<file path="src/rtl/conv_bias_arbiter.sv">
// conv_bias_arbiter: shares one bias ROM between the conv1 and conv2 layer engines.
//   Each layer has a channel counter that forms its ROM address. conv2 addresses are
//   offset by C2_BASE. Single-cycle read requests are arbitrated, and each bias word
//   comes back tagged to its requester RD_LAT cycles after the grant.
//   Optional macro BIAS_ARB_FIXED_PRIO_EN: conv2 always wins a conflict, with no RR pointer.
//   Default build (macro undefined): round robin.
// Ports:
//   clk, rst_n                      clock, asynchronous active-low reset
//   l1_req, l1_clr                  conv1 request (level) and restart at channel 0
//   l1_gnt                          conv1 request accepted this cycle (combinational)
//   l1_b_vld, l1_b, l1_last         conv1 bias return, data, last-channel tag
//   l2_*                            same set for conv2
//   rom_en, rom_addr, rom_dout      shared bias ROM read port
module conv_bias_arbiter #(
  parameter int BIAS_W  = 8,
  parameter int ADDR_W  = 6,
  parameter int C1_CH   = 6,
  parameter int C2_CH   = 16,
  parameter int C2_BASE = 6,
  parameter int RD_LAT  = 1
) (
  input  logic              clk,
  input  logic              rst_n,
  input  logic              l1_req,
  input  logic              l1_clr,
  output logic              l1_gnt,
  output logic              l1_b_vld,
  output logic [BIAS_W-1:0] l1_b,
  output logic              l1_last,
  input  logic              l2_req,
  input  logic              l2_clr,
  output logic              l2_gnt,
  output logic              l2_b_vld,
  output logic [BIAS_W-1:0] l2_b,
  output logic              l2_last,
  output logic              rom_en,
  output logic [ADDR_W-1:0] rom_addr,
  input  logic [BIAS_W-1:0] rom_dout
);
  localparam logic [ADDR_W-1:0] L1_MAX = ADDR_W'(C1_CH - 1);
  localparam logic [ADDR_W-1:0] L2_MAX = ADDR_W'(C2_CH - 1);
  localparam logic [ADDR_W-1:0] BASE   = ADDR_W'(C2_BASE);

  if (C2_BASE < C1_CH || C2_BASE + C2_CH > 2**ADDR_W || RD_LAT < 1 || RD_LAT > 3) begin : g_bad_cfg
    $error("conv_bias_arbiter: illegal parameter set (address map overlap/overflow or RD_LAT out of 1..3)");
  end

  logic [ADDR_W-1:0] r_ch1, r_ch2, r_addr;
  logic [BIAS_W-1:0] r_b1, r_b2;
  logic [RD_LAT-1:0] r_pv, r_po, r_pl;
  logic              w_r1, w_r2, w_last1, w_last2, w_tv, w_to, w_tl;

  // A layer clearing this cycle may not be granted.
  assign w_r1    = l1_req & ~l1_clr;
  assign w_r2    = l2_req & ~l2_clr;
  assign w_last1 = r_ch1 == L1_MAX;
  assign w_last2 = r_ch2 == L2_MAX;

`ifdef BIAS_ARB_FIXED_PRIO_EN
  assign l2_gnt = w_r2;
  assign l1_gnt = w_r1 & ~w_r2;
`else
  // r_rr = 1 means conv2 owns the next conflict; reset favours conv1.
  logic r_rr;
  assign l1_gnt = w_r1 & (~w_r2 | ~r_rr);
  assign l2_gnt = w_r2 & ~l1_gnt;
  always_ff @(posedge clk or negedge rst_n)
    if (!rst_n) r_rr <= 1'b0;
    else        r_rr <= l1_gnt ? 1'b1 : l2_gnt ? 1'b0 : r_rr;
`endif

  assign rom_en   = l1_gnt | l2_gnt;
  assign rom_addr = l1_gnt ? r_ch1 : l2_gnt ? BASE + r_ch2 : r_addr;

  // Tail of the return pipe lines up with rom_dout for the same read.
  assign w_tv     = r_pv[RD_LAT-1];
  assign w_to     = r_po[RD_LAT-1];
  assign w_tl     = r_pl[RD_LAT-1];
  assign l1_b_vld = w_tv & ~w_to;
  assign l2_b_vld = w_tv & w_to;
  assign l1_last  = l1_b_vld & w_tl;
  assign l2_last  = l2_b_vld & w_tl;
  assign l1_b     = l1_b_vld ? rom_dout : r_b1;
  assign l2_b     = l2_b_vld ? rom_dout : r_b2;

  always_ff @(posedge clk or negedge rst_n)
    if (!rst_n) begin
      r_ch1  <= '0;
      r_ch2  <= '0;
      r_addr <= '0;
      r_b1   <= '0;
      r_b2   <= '0;
      r_pv   <= '0;
      r_po   <= '0;
      r_pl   <= '0;
    end else begin
      r_ch1  <= l1_clr ? '0 : l1_gnt ? (w_last1 ? '0 : r_ch1 + 1'b1) : r_ch1;
      r_ch2  <= l2_clr ? '0 : l2_gnt ? (w_last2 ? '0 : r_ch2 + 1'b1) : r_ch2;
      r_addr <= rom_addr;
      r_b1   <= l1_b;
      r_b2   <= l2_b;
      r_pv[0] <= rom_en;
      r_po[0] <= l2_gnt;
      r_pl[0] <= l1_gnt ? w_last1 : l2_gnt & w_last2;
      for (int i = 1; i < RD_LAT; i++) begin
        r_pv[i] <= r_pv[i-1];
        r_po[i] <= r_po[i-1];
        r_pl[i] <= r_pl[i-1];
      end
    end
endmodule

</file>
<file path="config.mk">
export PLATFORM = sky130hd
export DESIGN_NAME = conv_bias_arbiter
export DESIGN_NICKNAME = d
export VERILOG_FILES = /design/src/rtl/conv_bias_arbiter.sv
export SDC_FILE = /design/constraint.sdc
export NUM_CORES = 1
export LEC_CHECK = 0
export CAP_MARGIN = 0
export CORE_AREA = 8 8 79 74
export DETAILED_ROUTE_END_ITERATION = 7
export DIE_AREA = 0 0 87 82
export HOLD_SLACK_MARGIN = 0.1
export PLACE_DENSITY = 0.66
export SYNTH_ARGS = -nofsm -noshare
export SYNTH_HDL_FRONTEND = slang
export SYNTH_SLANG_ARGS = --single-unit
</file>
<file path="constraint.sdc">
create_clock -name clk -period 2.4 [get_ports clk]
set_input_delay 0.48 -clock clk [delete_from_list [all_inputs] [get_ports clk]]
set_output_delay 0.48 -clock clk [all_outputs]
set_load 0.05 [all_outputs]
</file>
# Yosys cells after proc, flatten, opt, wreduce, memory -nomap -nowiden
# Cells that the tools add are included.
# totals
inputBits	14
regBits	38
# classes
eq_ne	2
bitwise	17
n_reduce_logical	3
add_sub_neg	3
muxes	13
# ops
operator	count
2-to-1 mux 6 bit	8
2-to-1 mux 8 bit	2
adder 6 x 1 -> 6 bit (second input constant)	2
bitwise AND 1 bit	9
adder 3 x 6 -> 6 bit (first input constant)	1
== test 6 x 3 -> 1 bit (second input constant)	1
== test 6 x 4 -> 1 bit (second input constant)	1
inverter 1 bit	6
nonzero test 2 bit	3
2-to-1 mux 1 bit	3
OR 1 bit	2

# Logic depth before layout (Yosys ltp)
# Gate-level depths: netlist (run 1).
# depth
depth_word	9
mapped_depth	6
depth_no_buf	6

# Worst setup path after synthesis (run 1)
# No wires, ideal clock.
# synth_path
path_type	register to output
from	reg r_ch2[1]
to	out rom_addr[5]
required_ps	1920
stages_incl_launch_ff	6
setup_slack_ps	-47
arrival_time_ps	1967
n_path_buf	0
path_cell_list	dfrtp_1 -> inv_1 -> ha_1 -> nor2_1 -> xnor2_1 -> o21ai_0
# synth_via
elab_chain_cells	3
# synth_rtl
element	line	text
start: declaration	48	logic [ADDR_W-1:0] r_ch1, r_ch2, r_addr;
start signal: assignment	98	r_ch2 <= l2_clr ? '0 : l2_gnt ? (w_last2 ? '0 : r_ch2 + 1'b1) : r_ch2;
adder 3 x 6 -> 6 bit	73	assign rom_addr = l1_gnt ? r_ch1 : l2_gnt ? BASE + r_ch2 : r_addr;
2-to-1 mux 6 bit (2 in a row)	73	
end: declaration	37	output logic [ADDR_W-1:0] rom_addr,
# Every way passes these cells.

# Worst setup path after layout (run 1)
# layout_path
from	reg r_rr
to	out rom_addr[0]
# layout_via
elab_chain_cells	7
# layout_rtl
element	line	text
start: declaration	64	logic r_rr;
start signal: assignment	69	else r_rr <= l1_gnt ? 1'b1 : l2_gnt ? 1'b0 : r_rr;
inverter 1 bit (*)	65	assign l1_gnt = w_r1 & (~w_r2 | ~r_rr);
OR 1 bit (*)	65	
bitwise AND 1 bit (*)	65	
inverter 1 bit	66	assign l2_gnt = w_r2 & ~l1_gnt;
bitwise AND 1 bit	66	
2-to-1 mux 6 bit	73	
2-to-1 mux 6 bit (*)	73	
# Every way passes the cells marked *; elsewhere a longest branch is shown, timed or not.

==> results of run 1 <==
-- final cells by class --
cell class	count	share of cell area, %
Sequential cell	38	36.04
Clock inverter	2	0.4742
Clock buffer	6	3.129
Timing Repair Buffer	56	27.45
Tap cell	65	3.082
Multi-Input combinational cell	99	28.26
Inverter	11	1.565
-- worst max-delay path, cell delays in order, from the launching register on --
cell	delay (ns)
dfrtp_1	0.43
or3b_4	0.43
nand2_4	0.08
inv_1	0.05
a222oi_1	0.24
inv_1	0.11
buf_6	0.17
-- sequential cells by signal (all words and copies together), names as in the netlist, 6 cells and up --
| signal | cells |
|---|---|
| r_b2 | 8 |
| r_addr | 6 |
| r_ch1 | 6 |
| r_b1 | 8 |
| r_ch2 | 6 |
-- cells by family (layout without fill, tap and decap cells) --
group	Yosys count	in the layout	synth area share (%)
multiplexers	16	16	10.32
AND/OR/NAND/NOR	44	44	14.61
adder cells (fa/ha/maj)	5	5	3.582
flip-flops	38	38	54.44
buffers and inverters	14	75	3.295
AO/OA/AOI/OAI	27	27	10.24
XOR/XNOR	7	7	3.510
-- final timing paths --
check / endpoint
max: rom_addr[0]
min: r_ch1[1]
max reg2reg: r_ch1[2]
min reg2reg: r_addr[1]
max in group asynchronous: r_ch1[0]
min in group clk: r_addr[1]
-- placed cells by master, fill, tap and decap left out, types with 2 or more instances in the layout --
cell,n
dfrtp_1,38
inv_1,11
o21ai_1,2
ha_1,5
nand2_1,13
a22oi_1,4
o21ai_0,6
mux2_2,16
buf_12,22
clkbuf_8,6
nor3_1,2
xnor2_1,2
nand2b_1,2
a21oi_1,3
o21ai_2,2
clkdlybuf4s50_1,9
and2b_2,2
buf_4,19
o31ai_1,3
nor2_1,9
xor2_1,5
dlygate4sd2_1,4
nand3_1,3
or4_1,2
-- power groups by stage --
stage | Clock, W | Combinational [W] | Sequential (W)
detailed placement | 0 | 0.000795 | 0.000763
floorplan | 0 | 0.000397 | 0.000752
global route | 0.000501 | 0.000829 | 0.000758
CTS | 0.000480 | 0.000800 | 0.000751
global placement | 0 | 0.000783 | 0.000758
finish | 0.000469 | 0.000790 | 0.000751
-- repair_timing --
action	4_1_cts	5_1_grt
hold buffers	0	0
endpoints found under the hold margin	0	0
endpoints found under the setup margin	6	0
setup buffers	1	0
gates resized for setup	10	0
-- metrics by stage --
stage	power (W)	hold WS [ns]	cell area (um^2)	setup TNS [ns]
2_1_floorplan	0.001150	0.1844	1747	-0.07196
3_5_place_dp	0.001558	0.5097	2530	-0.5998
3_3_place_gp	0.001541	0.5182	2530	-0.4514
5_1_grt	0.002088	0.3531	2639	0
4_1_cts	0.002031	0.3064	2639	0
6_report	0.002010	0.2824	2639	0
-- per-layer routing --
metal	vias up	global-route usage (%)
li1	647	-
met3	5	4.500
met2	57	22.03
met5	-	0
met1	654	15.26
met4	0	5.498
==> results.py, run 1 <==
metrics = {
    "status": {
        "status": "completed",
    },
    "floorplanning": {
        "start_util_pct": 38.02,
        "die_h_um": 82,
        "ios": 43,
        "design.die.area_mm2": 0.007134,
        "die_w_um": 87,
        "rows": 24,
        "core_area_mm2": 0.004594,
    },
    "power_and_ir_drop": {
        "internal_power_w": 0.001308,
        "power_frac_comb_pct": 39.3,
        "power.switching_w": 0.0007025,
        "pwr-share-seq_pct": 37.4,
        "swShare_pct": 34.94,
        "vdd_drop_max_mv": 0.4656,
        "power_density_mw_per_mm2": 761.9,
        "clkPwrFrac_pct": 23.3,
        "power.leakage_nw": 1.206,
    },
    "finish": {
        "layoutNonFillerInstCount": 277,
        "drive_above_1_share_pct": 36.32,
        "diodes": 0,
        "n_fill_cell": 389,
        "final_util_pct": 57.43,
        "nets": 230,
        "areaGrowthSynthToFinish_pct": 51.07,
        "multi_input_area_um2": 745.7,
        "final-seq-area_um2": 950.9,
    },
    "place": {
        "hpwl_um": 3320,
        "place_ws_ns": -0.1254,
        "placedCellCount": 268,
        "gp_congestion": 0.8670,
        "port_buffers": 42,
    },
    "logic_synthesis": {
        "synthTopCellsByCount": "dfrtp_1 (38), mux2_2 (16), nand2_1 (13)",
        "synthArstFlopShare_pct": 100.0,
        "syn_area_per_cell_um2": 11.57,
        "synth_top_cell_by_area": "dfrtp_1",
        "postSynthCellCount": 151,
        "synth_nets": 170,
        "synth-edff-count": 0,
        "ys.flop_type": "dfrtp_1",
        "ys_warn_count": 0,
        "synth-seq-cells": 38,
        "synth_top_area_share_pct": 54.44,
        "synth.distinct_cells": 38,
        "synth.most_common_cell": "dfrtp_1",
        "synthTopCellsByArea": "dfrtp_1 (54%), mux2_2 (10%), ha_1 (3.6%)",
        "synthesis.area_mm2": 0.001747,
        "ys_seq_area_share_pct": 54.44,
    },
    "sta": {
        "min_period_over_period_pct": 95.22,
        "rsz0062_at_grt": "false",
        "final-setup-viol-count": 0,
        "hold_viol": 0,
        "tightestPinTransition_ns": 0.8476,
        "clock_skew_ns": 0.005720,
        "fin_crit_ns": 2.285,
        "slew_viol_final": 0,
        "timing.fmax_mhz": 437.6,
        "worst_slack_ns": 0.1147,
        "slew_headroom_pct": 43.50,
    },
    "clock_network": {
        "numCtsBuffers": 5,
        "clk_pin_slew_ns": 0.08,
        "cts_tree": "built",
        "clkLatencyLatePin_ns": 0.30,
        "htreeDepth": 2,
        "ctsRootBufferMaster": "clkbuf_8",
        "clockBufferDepth": 2,
        "clkSinkCount": 38,
    },
    "setup_path": {
        "r2r_setup_slack_ns": 0.31,
        "cp.arrival_ns": 1.81,
        "path_class": "flip-flop to output pin",
        "startpoint": "r_rr",
        "worstReg2RegStart": "r_ch1[1]",
        "critPathCaptureType": "output pin",
        "reg2reg_depth": 6,
        "cp.required_ns": 1.92,
        "cp_max_fo": 3,
        "worstSetupStartpointType": "flip-flop",
    },
    "routing": {
        "route.vias.total": 1363,
        "drtIter0Drc": 65,
        "via_per_inst": 4.921,
        "wl_per_cell_um": 15.85,
        "route.met3.wl_um": 357,
        "wl_met2_um": 2108,
        "ant_nets": 0,
        "first_pass_iters": 4,
        "wl_met1_um": 1871,
        "wirelength_um": 4390,
        "highest_layer": "met4",
        "remaining_drc_errors": 0,
    },
    "grt": {
        "first_global_vias": 1488,
        "grt-ovfl-total": 0,
        "grt_antenna_before_repair": 0,
        "grt_max_degree": 39,
        "track_usage_pct": 13.19,
        "grt_pass1_wl_um": 7279,
    },
    "hold_path": {
        "hp-class": "input pin to async pin",
    },
    "flow_run": {
        "maxCapViolations": 0,
    },
}
Note: power is estimated with default switching activity, not from simulation.
==> inputs of run 2 (changes only) <==
Settings changed: CAP_MARGIN 0 to 40, CORE_AREA 8 8 79 74 to 8 8 98 91, DIE_AREA 0 0 87 82 to 0 0 106 99, PLACE_DENSITY 0.66 to unset.
==> run 2 against run 1 <==
Net effect: hold slack better by 0.25 ns; critical path depth stayed put; non-clock buffer count up 3; sequential power hardly changed; global-route usage decreased by 4.3 points; maximum frequency rose by 0.96%; clock power fell by 8.3%; combinational power hardly changed; wire length down 0.46%; power down 2.0%.
==> results.py, run 2 (same netlist as run 1, synthesis figures left out) <==
metrics = {
    "status": {
        "status": "completed",
    },
    "setup_path": {
        "cp.required_ns": 1.92,
        "cp.arrival_ns": 1.78,
        "worstSetupStartpointType": "flip-flop",
        "cp_common_cell": "inv_1",
        "r2r_setup_slack_ns": 0.44,
        "timing.critical_path.buf_inv": 3,
        "critPathCaptureType": "output pin",
        "path_class": "flip-flop to output pin",
        "cp_max_fo": 3,
        "cp_slowest_cell": "or3b_4",
        "path_cells": "or3b_4 > nand2_4 > inv_1 > a222oi_1 > inv_1 > buf_6",
        "cp_slowest_stage_delay_ns": 0.44,
        "crit_family": "simple AND/OR/NAND/NOR gates",
    },
    "floorplanning": {
        "start_util_pct": 23.86,
        "design.die.area_mm2": 0.01049,
        "die_h_um": 99,
        "core_area_mm2": 0.007320,
        "ios": 43,
        "rows": 30,
        "die_w_um": 106,
    },
    "sta": {
        "final-setup-viol-count": 0,
        "hold_viol": 0,
        "slew_headroom_pct": 51.84,
        "tightestPinTransition_ns": 0.7158,
        "min_period_over_period_pct": 94.32,
        "timing.fmax_mhz": 441.8,
        "clock_skew_ns": 0.004121,
        "fin_hold_ws_ns": 0.5360,
        "worst_slack_ns": 0.1364,
        "tns_ns": 0,
        "rsz0062_at_grt": "false",
        "slew_viol_final": 0,
        "fin_crit_ns": 2.264,
    },
    "place": {
        "dpl-instance-area_mm2": 0.002594,
        "hpwl_um": 3357,
        "placedCellCount": 301,
        "port_buffers": 42,
        "place_ws_ns": -0.1169,
        "gp_congestion": 0.7564,
    },
    "power_and_ir_drop": {
        "vdd_drop_max_mv": 0.2029,
        "power.leakage_nw": 1.220,
        "power_density_mw_per_mm2": 731.4,
        "clkPwrFrac_pct": 21.8,
        "power.switching_w": 0.0006674,
        "pwr-share-seq_pct": 38.1,
        "power_frac_comb_pct": 40.0,
        "internal_power_w": 0.001302,
        "swShare_pct": 33.89,
    },
    "clock_network": {
        "clk_pin_slew_ns": 0.07,
        "ctsRootBufferMaster": "clkbuf_8",
        "htreeDepth": 2,
        "clkSinkCount": 38,
        "cts_tree": "built",
        "numCtsBuffers": 5,
        "clockBufferDepth": 2,
        "clkLatencyLatePin_ns": 0.28,
    },
    "routing": {
        "remaining_drc_errors": 0,
        "drtIter0Drc": 55,
        "first_pass_iters": 4,
        "route.vias.total": 1338,
        "ant_nets": 0,
        "wl_per_cell_um": 14.14,
        "wirelength_um": 4370,
        "via_per_inst": 4.330,
    },
    "finish": {
        "layout_commonest_cell": "dfrtp_1",
        "largestRegisters": "r_b1: 8 flops, r_b2: 8 flops",
        "areaGrowthSynthToFinish_pct": 54.15,
        "layoutNonFillerInstCount": 309,
        "fin_area_mm2": 0.002693,
        "final_cell_mix": "dfrtp_1 (38), buf_12 (23), buf_4 (21)",
        "nets": 233,
        "drive_above_1_share_pct": 35.68,
        "diodes": 0,
    },
    "grt": {
        "grt_antenna_before_repair": 0,
        "grt_pass1_wl_um": 7396,
        "grt_max_degree": 29,
        "track_usage_pct": 8.919,
        "first_global_vias": 1453,
        "grt-ovfl-total": 0,
    },
    "flow_run": {
        "maxCapViolations": 0,
    },
    "hold_path": {
        "hp-class": "flip-flop to flip-flop",
    },
}
[run 2: cell type report]
cell class | instances | area [um^2]
Fill cell | 728 | 4627
Sequential cell | 38 | 950.9
Timing Repair Buffer | 59 | 759.5
Tap cell | 96 | 120.1
Inverter | 11 | 41.29
Clock buffer | 6 | 82.58
Multi-Input combinational cell | 99 | 738.2
[run 2: metrics by stage]
step / power [W] / util [%]
4_1_cts: 0.002006 / 36.79
3_5_place_dp: 0.001560 / 35.44
2_1_floorplan: 0.001150 / -
3_3_place_gp: 0.001549 / 35.16
6_report: 0.001969 / 36.79
5_1_grt: 0.002060 / 36.79
[run 2: worst min-delay path, delay by kind of cell, from the launching register on]
kind / cells / cell delay [ns]
flip-flops: 1 / 0.34
AO/OA/AOI/OAI: 1 / 0.08
buffers and inverters: 1 / 0.08
[run 2: timing repair]
item                       in CTS  in global routing
setup endpoints to repair       6                  0
resized for setup               7                  0
setup buffers                   1                  0
hold endpoints to repair       10                  0
hold buffers                    1                  0
[run 2: power groups by stage]
stage / Clock, W / Sequential [W] / Combinational (W)
floorplan: 0 / 0.000752 / 0.000397
global placement: 0 / 0.000760 / 0.000788
detailed placement: 0 / 0.000763 / 0.000797
CTS: 0.000454 / 0.000750 / 0.000802
global route: 0.000471 / 0.000760 / 0.000828
finish: 0.000430 / 0.000751 / 0.000788
[run 2: final timing paths]
check | from | cells past startpoint | to
max in group asynchronous | rst_n | 3 | r_b1[3]
min in group asynchronous | rst_n | 2 | r_ch2[2]
max reg2reg | r_ch1[1] | 6 | r_ch1[2]
min | r_addr[0] | 2 | r_addr[0]
max | r_rr | 6 | rom_addr[0]
min reg2reg | r_addr[0] | 2 | r_addr[0]
[run 2: metal layers]
layer	wire length [um]	part of all wire [%]	GRT usage, %	vias to the layer above
met5	0	0	0	-
met4	47	1.1	4.216	0
met3	174	4.0	2.348	2
met2	2144	49	14.18	30
met1	2004	46	10.96	655
li1	-	-	-	651
